[src/rtl/matmul_serial_scheduler.sv]
// matmul_serial_scheduler
//   Shares one bit-serial matrix_multiplier engine between NREQ requesters.
//   A round-robin arbiter picks a requester in IDLE, its operand words are
//   latched and shifted LSB-first into the engine (mm_start marks bit 0),
//   the strobed serial result is collected LSB-first, and the result is
//   returned to the granted requester over a one-hot valid/ready response.
//   A watchdog aborts the collection with rsp_err=1 / rsp_data=0 when the
//   engine stays silent for too long.
//
//   Handshakes: a transfer happens on a rising edge where valid and ready
//   are both high. req_ready is combinational and only asserted in IDLE for
//   the arbitration winner; rsp_valid holds with stable rsp_data/rsp_err
//   until the addressed requester raises rsp_ready.
//
// Ports
//   clk, NRST                 clock, asynchronous active-low reset
//   req_valid/req_ready       per-requester request handshake (ready one-hot)
//   req_a/req_b               operand words, requester i at [i*OPW +: OPW]
//   rsp_valid/rsp_ready       per-requester response handshake (valid one-hot)
//   rsp_data/rsp_err          shared result bus, timeout flag
//   mm_start/mm_a/mm_b        serial operand stream to the engine
//   mm_out/mm_out_strobe      serial result stream from the engine
//   busy                      FSM not in IDLE
//   dbg_state                 current FSM state encoding
module matmul_serial_scheduler #(
  parameter int NREQ    = 2,
  parameter int OPW     = 16,
  parameter int RESW    = 32,
  parameter int TIMEOUT = 255
) (
  input  logic                 clk,
  input  logic                 NRST,
  input  logic [NREQ-1:0]      req_valid,
  output logic [NREQ-1:0]      req_ready,
  input  logic [NREQ*OPW-1:0]  req_a,
  input  logic [NREQ*OPW-1:0]  req_b,
  output logic [NREQ-1:0]      rsp_valid,
  input  logic [NREQ-1:0]      rsp_ready,
  output logic [RESW-1:0]      rsp_data,
  output logic                 rsp_err,
  output logic                 mm_start,
  output logic                 mm_a,
  output logic                 mm_b,
  input  logic                 mm_out,
  input  logic                 mm_out_strobe,
  output logic                 busy,
  output logic [2:0]           dbg_state
);

  localparam int IW  = (NREQ > 1) ? $clog2(NREQ) : 1;
  localparam int OCW = $clog2(OPW + 1);
  localparam int RCW = $clog2(RESW + 1);
  localparam int TW  = $clog2(TIMEOUT + 1);

  localparam logic [OCW-1:0] OP_LAST  = OCW'(OPW);
  localparam logic [RCW-1:0] RES_LAST = RCW'(RESW - 1);
  localparam logic [TW-1:0]  TO_MAX   = TW'(TIMEOUT);
  localparam logic [IW-1:0]  IDX_LAST = IW'(NREQ - 1);

  typedef enum logic [2:0] {
    S_IDLE    = 3'd0,
    S_SHIFT   = 3'd1,
    S_WAIT    = 3'd2,
    S_COLLECT = 3'd3,
    S_RESP    = 3'd4
  } state_t;

  state_t          state_q;
  logic [IW-1:0]   rr_q;
  logic [IW-1:0]   grant_q;
  logic [OPW-1:0]  sh_a_q;
  logic [OPW-1:0]  sh_b_q;
  logic [OCW-1:0]  op_cnt_q;
  logic [RESW-1:0] res_q;
  logic [RCW-1:0]  res_cnt_q;
  logic [TW-1:0]   to_cnt_q;
  logic            err_q;
  logic            mm_start_q;
  logic            mm_a_q;
  logic            mm_b_q;

  // Unpack the flattened operand buses so the winner can be indexed directly.
  logic [OPW-1:0] a_arr [NREQ];
  logic [OPW-1:0] b_arr [NREQ];
  for (genvar g = 0; g < NREQ; g++) begin : g_unpack
    assign a_arr[g] = req_a[g*OPW +: OPW];
    assign b_arr[g] = req_b[g*OPW +: OPW];
  end

  // Round-robin search starting at rr_q with wrap-around.
  logic          win_valid;
  logic [IW-1:0] win_idx;
  logic [IW-1:0] cand;
  always_comb begin
    win_valid = 1'b0;
    win_idx   = '0;
    cand      = '0;
    for (int k = 0; k < NREQ; k++) begin
      if (int'(rr_q) + k >= NREQ) cand = IW'(int'(rr_q) + k - NREQ);
      else                        cand = IW'(int'(rr_q) + k);
      if (!win_valid && req_valid[cand]) begin
        win_valid = 1'b1;
        win_idx   = cand;
      end
    end
  end

  logic [OPW-1:0] a_sel;
  logic [OPW-1:0] b_sel;
  logic [IW-1:0]  rr_d;
  assign a_sel = a_arr[win_idx];
  assign b_sel = b_arr[win_idx];
  assign rr_d  = (win_idx == IDX_LAST) ? '0 : win_idx + IW'(1);

  always_ff @(posedge clk or negedge NRST) begin
    if (!NRST) begin
      state_q    <= S_IDLE;
      rr_q       <= '0;
      grant_q    <= '0;
      sh_a_q     <= '0;
      sh_b_q     <= '0;
      op_cnt_q   <= '0;
      res_q      <= '0;
      res_cnt_q  <= '0;
      to_cnt_q   <= '0;
      err_q      <= 1'b0;
      mm_start_q <= 1'b0;
      mm_a_q     <= 1'b0;
      mm_b_q     <= 1'b0;
    end else begin
      case (state_q)
        S_IDLE: begin
          if (win_valid) begin
            state_q    <= S_SHIFT;
            grant_q    <= win_idx;
            rr_q       <= rr_d;
            // Bit 0 goes out on the first SHIFT cycle together with start.
            mm_start_q <= 1'b1;
            mm_a_q     <= a_sel[0];
            mm_b_q     <= b_sel[0];
            sh_a_q     <= a_sel >> 1;
            sh_b_q     <= b_sel >> 1;
            op_cnt_q   <= OCW'(1);
            res_q      <= '0;
            res_cnt_q  <= '0;
            err_q      <= 1'b0;
          end
        end
        S_SHIFT: begin
          mm_start_q <= 1'b0;
          // op_cnt_q counts bits already placed on mm_a/mm_b.
          if (op_cnt_q == OP_LAST) begin
            state_q  <= S_WAIT;
            mm_a_q   <= 1'b0;
            mm_b_q   <= 1'b0;
            to_cnt_q <= '0;
          end else begin
            mm_a_q   <= sh_a_q[0];
            mm_b_q   <= sh_b_q[0];
            sh_a_q   <= sh_a_q >> 1;
            sh_b_q   <= sh_b_q >> 1;
            op_cnt_q <= op_cnt_q + OCW'(1);
          end
        end
        S_WAIT, S_COLLECT: begin
          // A strobe always beats the timeout, even on the boundary cycle.
          if (mm_out_strobe) begin
            // Shifting in at the MSB leaves the first bit at index 0 once
            // all RESW bits have arrived.
            res_q     <= {mm_out, res_q[RESW-1:1]};
            res_cnt_q <= res_cnt_q + RCW'(1);
            to_cnt_q  <= '0;
            state_q   <= (res_cnt_q == RES_LAST) ? S_RESP : S_COLLECT;
          end else if (to_cnt_q == TO_MAX) begin
            state_q <= S_RESP;
            err_q   <= 1'b1;
            res_q   <= '0;
          end else begin
            to_cnt_q <= to_cnt_q + TW'(1);
          end
        end
        S_RESP: begin
          if (rsp_ready[grant_q]) begin
            state_q <= S_IDLE;
            res_q   <= '0;
            err_q   <= 1'b0;
          end
        end
        default: state_q <= S_IDLE;
      endcase
    end
  end

  // Ready is gated by reset so nothing looks accepted while NRST is low.
  always_comb begin
    req_ready = '0;
    if (NRST && state_q == S_IDLE && win_valid) req_ready[win_idx] = 1'b1;
  end

  always_comb begin
    rsp_valid = '0;
    if (state_q == S_RESP) rsp_valid[grant_q] = 1'b1;
  end

  assign rsp_data  = res_q;
  assign rsp_err   = err_q;
  assign mm_start  = mm_start_q;
  assign mm_a      = mm_a_q;
  assign mm_b      = mm_b_q;
  assign busy      = (state_q != S_IDLE);
  assign dbg_state = state_q;

endmodule

[config.mk]
export PLATFORM = sky130hd
export DESIGN_NAME = matmul_serial_scheduler
export DESIGN_NICKNAME = d
export VERILOG_FILES = /design/src/rtl/matmul_serial_scheduler.sv
export SDC_FILE = /design/constraint.sdc
export NUM_CORES = 1
export LEC_CHECK = 0
export ABC_AREA = 0
export CORE_ASPECT_RATIO = 0.5
export CORE_UTILIZATION = 49
export CTS_CLUSTER_DIAMETER = 80
export DETAILED_ROUTE_END_ITERATION = 6
export PLACE_DENSITY = 0.8
export SLEW_MARGIN = 5
export SYNTH_ARGS = -nofsm -noshare
export SYNTH_HDL_FRONTEND = slang
export SYNTH_SLANG_ARGS = --single-unit
[constraint.sdc]
create_clock -name clk -period 2.45 [get_ports clk]
set_input_delay 0.245 -clock clk [delete_from_list [all_inputs] [get_ports clk]]
set_output_delay 0.245 -clock clk [all_outputs]
set_load 0.05 [all_outputs]
=== After elaboration in Yosys (flattened, before gate mapping) ===
Index checks and enable logic that the tools add are counted.
W data, S select, Z words.

* Flip-flop bits (word level): 92
* Bits of input ports: 72
* Output and inout port bits: 44
* Logic and storage cells: 133

* Add/subtract/negate cells: 7
* Magnitude comparators: 9
* Eq/ne operators: 16
* Multiplexer cells: 66
* Bitwise logic cells: 1
* Reductions and logical operators: 21

{| class="wikitable"
|+ Operators by type and width
! kind !! count
|-
| $mux W16 || 10
|-
| $mux W32 || 4
|-
| $pmux W32 S3 || 1
|-
| $pmux W16 S2 || 2
|-
| $mux W1 || 24
|-
| $mux W8 || 3
|-
| $mux W3 || 6
|-
| $pmux W8 S2 || 1
|-
| $ne A2 B2 Y1 const B || 7
|-
| $mux W6 || 2
|-
| $pmux W3 S4 || 1
|-
| $pmux W6 S2 || 1
|-
| $mux W5 || 2
|-
| $pmux W5 S2 || 1
|-
| $reduce_and A3 Y1 || 3
|-
| $add A8 B1 Y8 const B || 1
|-
| $eq A8 B8 Y1 const B || 1
|-
| $lt A1 B2 Y1 const B || 4
|-
| $reduce_and A4 Y1 || 2
|-
| $add A6 B1 Y6 const B || 1
|-
| $eq A3 B2 Y1 const B || 2
|-
| $eq A6 B5 Y1 const B || 1
|-
| $ne A3 B3 Y1 const B || 2
|-
| $pmux W1 S2 || 3
|-
| other kinds (22) || 35
|}

=== Longest topological paths before layout ===
* Depth in word-level cells: 14
* Depth in mapped cells: 7
* Depth with buffers taken out: 6

=== Worst setup path before layout ===
No wires, ideal clock.

* Path kind: register to output
* From: register state_q[2] (netlist: dbg_state[2])
* To: output port req_ready[1]
* Arrival: 2.206 ns
* Required time: 2.205 ns
* Path slack: -0.001 ns
* Stages on the path, launching flop included: 7
* Buffers on the path: 2
* Path through: dfrtp_1 -> buf_2 -> nor3_2 -> and2_1 -> buf_2 -> nand2_1 -> nor2_1

* Word-level cells in the longest chain between the ends: 4

{| class="wikitable"
|+ Ends and longest elaborated chain
! element !! line !! source
|-
| from (decl) || 68 || <nowiki>state_t state_q;</nowiki>
|-
| from (signal assigned) || 173 || <nowiki>state_q <= (res_cnt_q == RES_LAST) ? S_RESP : S_COLLECT;</nowiki>
|-
| $logic_not A3 Y1 || 197 || <nowiki>if (NRST && state_q == S_IDLE && win_valid) req_ready[win_idx] = 1'b1;</nowiki>
|-
| $logic_and A1 B1 Y1 (2 in series) || 197 ||
|-
| $mux W2 || 197 ||
|-
| to (decl) || 34 || <nowiki>output logic [NREQ-1:0] req_ready,</nowiki>
|}

Every way passes these cells.

=== Worst setup path after layout ===
* From: register state_q[1] (netlist: dbg_state[1])
* To: output port rsp_valid[1]

* Word-level cells in the longest chain between the ends: 2

{| class="wikitable"
|+ Ends and longest elaborated chain
! element !! line !! source
|-
| $eq A3 B3 Y1 || 202 || <nowiki>if (state_q == S_RESP) rsp_valid[grant_q] = 1'b1;</nowiki>
|-
| $mux W2 || 202 ||
|-
| to (decl) || 37 || <nowiki>output logic [NREQ-1:0] rsp_valid,</nowiki>
|}

Every way passes these cells.

==> metrics.txt <==
CTS tree=built; area leader, netlist=dfrtp_1; post-route worst setup slack=0.177 ns; starting density of the core=0.511; CTS buffer count=9; commonest cells in the netlist=90 x dfrtp_1, 68 x nor2_1, 62 x a22o_1; Slew Viols, Final=0; 1st-iter DRT viols=342; gp weighted congestion=0.777; Final min period=2.27 ns; Synth top area share=0.501; Critical Path RT=2.20 ns; pin count of the biggest net entering global routing=59; Area growth syn-to-layout=35.1%; measured slew at the worst slew-check pin=0.800 ns; Slew headroom=0.466; final hold vios=0; Clock Skews=0.00613 ns; WL final=10900 um; CP endpoint kind=output pin; io pins=116; DRC errors left=0; FF+latch count, synth=90; die area=0.00959 mm^2; Max Buffers Root-to-Sink=2; Tcrit/Tclk final=0.928; FMAX=440 MHz; hold slack final=0.446 ns; Post-synth top flop=dfrtp_1; Worst Hold Class=in2async; Clk Tree Root Cell=clkbuf_16; fin area=0.00607 mm^2; Pint=3910 uW; Synth Area in XOR/XNOR=0.00779; first-pass GRT wire length=18100 um; Ant. Diodes=0; detailed placement HPWL=7070 um; vias in the first global route=3739; Congestion Overflow GR=0; Clock Pin Slew Worst Setup and Hold Paths=0.07 ns; Synth cell types=50; Sink Count=90; Flop pwr share=0.328; chip height=69.7 um; Pre-Repair DR Iteration Count=5; post-synthesis mux area share=0.0142; sequential fraction of the synthesis area=0.501; Mapped Nets=540; most common cell in the netlist=dfrtp_1; CP arrival=2.03 ns; placed inst area=0.00577 mm^2; vias per cell=5.64; met1 Use GR=0.324; antenna-violating nets left=0; run status=complete, no violations; main area contributors after synthesis=dfrtp_1 50%, a22o_1 12%, nor2_1 5.7%; P_leak=0.00273 uW; initial antenna violation count=0; Die Wd=137 um; nets@finish=643; Max VDD drop=0.490 mV; Setup-failing EPs final=0; mapped cell area=0.00450 mm^2; main combinational cell family by area after synthesis=compound AO/OA/AOI/OAI gates; setup TNS=0 ns; sw frac=0.409; core area=0.00880 mm^2; Top Usage Layer GRT=met2; Mean Syn Cell Area=9.69 um^2; Logic pwr share=0.467; gr usage total=0.243; simple-gate area share of the yosys netlist=0.127; DR vias=3886; Ys Warns=0; met2 Use GR=0.384; pre-CTS WS=0.408 ns; CTS H-tree depth=3; clock network power share=0.205; ratio of cells with drive above 1 in the final layout=0.0892; row cnt=24; Synth async-reset ratio=1.00; total power=6610 uW; crit start category=register; drt wl/cell=15.8 um; Synth Area in Adders=0.0111; unrepaired setup endpoints after global routing=no; Post-synth EDFFs=0; Post-CTS Setup Bufs=0; switching power=2700 uW; PortBufs=115; CP max FO=14; WS Path Type=reg2out; insertion delay to the later sink of the worst-skew pair=0.35 ns; max-cap viol count=0; PD cells=1090 mW/mm^2; Syn Inst Count=464; post-synthesis compound-gate area fraction=0.271; grt met3 use=0.0702
## worst max-delay path: stages (launching register included)
cell             delay, ns
dfrtp_1               0.52
nor2_1                0.20
and3_1                0.17
clkdlybuf4s50_1       0.80
## state kept, by name (all words and copies together), names as in the netlist, 3 cells and up
name and cells:
rsp_data 32, sh_a_q 15, sh_b_q 15, to_cnt_q 8, res_cnt_q 6, op_cnt_q 5, dbg_state 3
## worst paths after layout
check | from | slack [ns] | end | cells past startpoint
setup / recovery | dbg_state[1] | 0.18 | rsp_valid[1] | 3
max in group asynchronous | NRST | 1.24 | to_cnt_q[5] | 3
setup reg to reg | dbg_state[1] | 0.43 | op_cnt_q[3] | 4
hold reg to reg | mm_start | 0.48 | mm_start | 2
min in group clk | mm_start | 0.48 | mm_start | 2
hold / removal | NRST | 0.45 | sh_b_q[3] | 2
## area by class of cell
type / instances / area [um^2]
clock inverter: 7 / 68.8
multi-input combinational: 300 / 1950
clock buffer: 9 / 225
timing repair buffer: 129 / 1290
tap: 117 / 146
inverter: 37 / 139
fill: 687 / 2730
sequential: 90 / 2250
## cell usage in the layout (no fill, tap or decap), types with 4 or more instances in the layout
cell	instances
a22o_1	62
and3_1	5
inv_1	37
inv_8	4
nand2_1	13
dfrtp_1	90
clkbuf_16	9
nand4_1	5
ha_1	4
buf_4	14
o21ai_0	42
clkdlybuf4s50_1	111
nor2_1	67
a21oi_1	11
nand3_1	7
xor2_1	4
o211ai_1	29
## power by group through the flow
stage	registers (uW)	logic [uW]	clock network (uW)
final	2170	3080	1360
after global routing	2210	3410	1450
after CTS	2160	3100	1400
after detailed placement	2180	3080	0
after global placement	2170	3000	0
after floorplan	2310	2080	0
## per-layer routing
metal / share of wire / vias up
met1: 0.47 / 1893
met4: 0.0084 / 0
li1: - / 1879
met2: 0.47 / 105
met5: 0 / -
met3: 0.058 / 9
## kinds of logic after synthesis
logic type / count (synthesis)
AOI/OAI and AO/OA: 166
xor gates and xnor gates: 4
adders and majority gates: 4
buffers and inverters: 74
DFF: 90
muxes: 6
and+or+nand+nor: 120
## timing repair
| item | 4_1_cts | 5_1_grt |
|---|---|---|
| endpoints found under the setup margin | 0 | 0 |
| hold buffers | 1 | 0 |
| resized for setup | 0 | 0 |
| endpoints found under the hold margin | 33 | 0 |
## through the flow
step	util	cells
2_1_floorplan	-	464
3_3_place_gp	0.656	672
3_5_place_dp	0.656	672
4_1_cts	0.690	689
5_1_grt	0.690	689
6_report	0.690	689
Power figures use the tool's default switching activity.
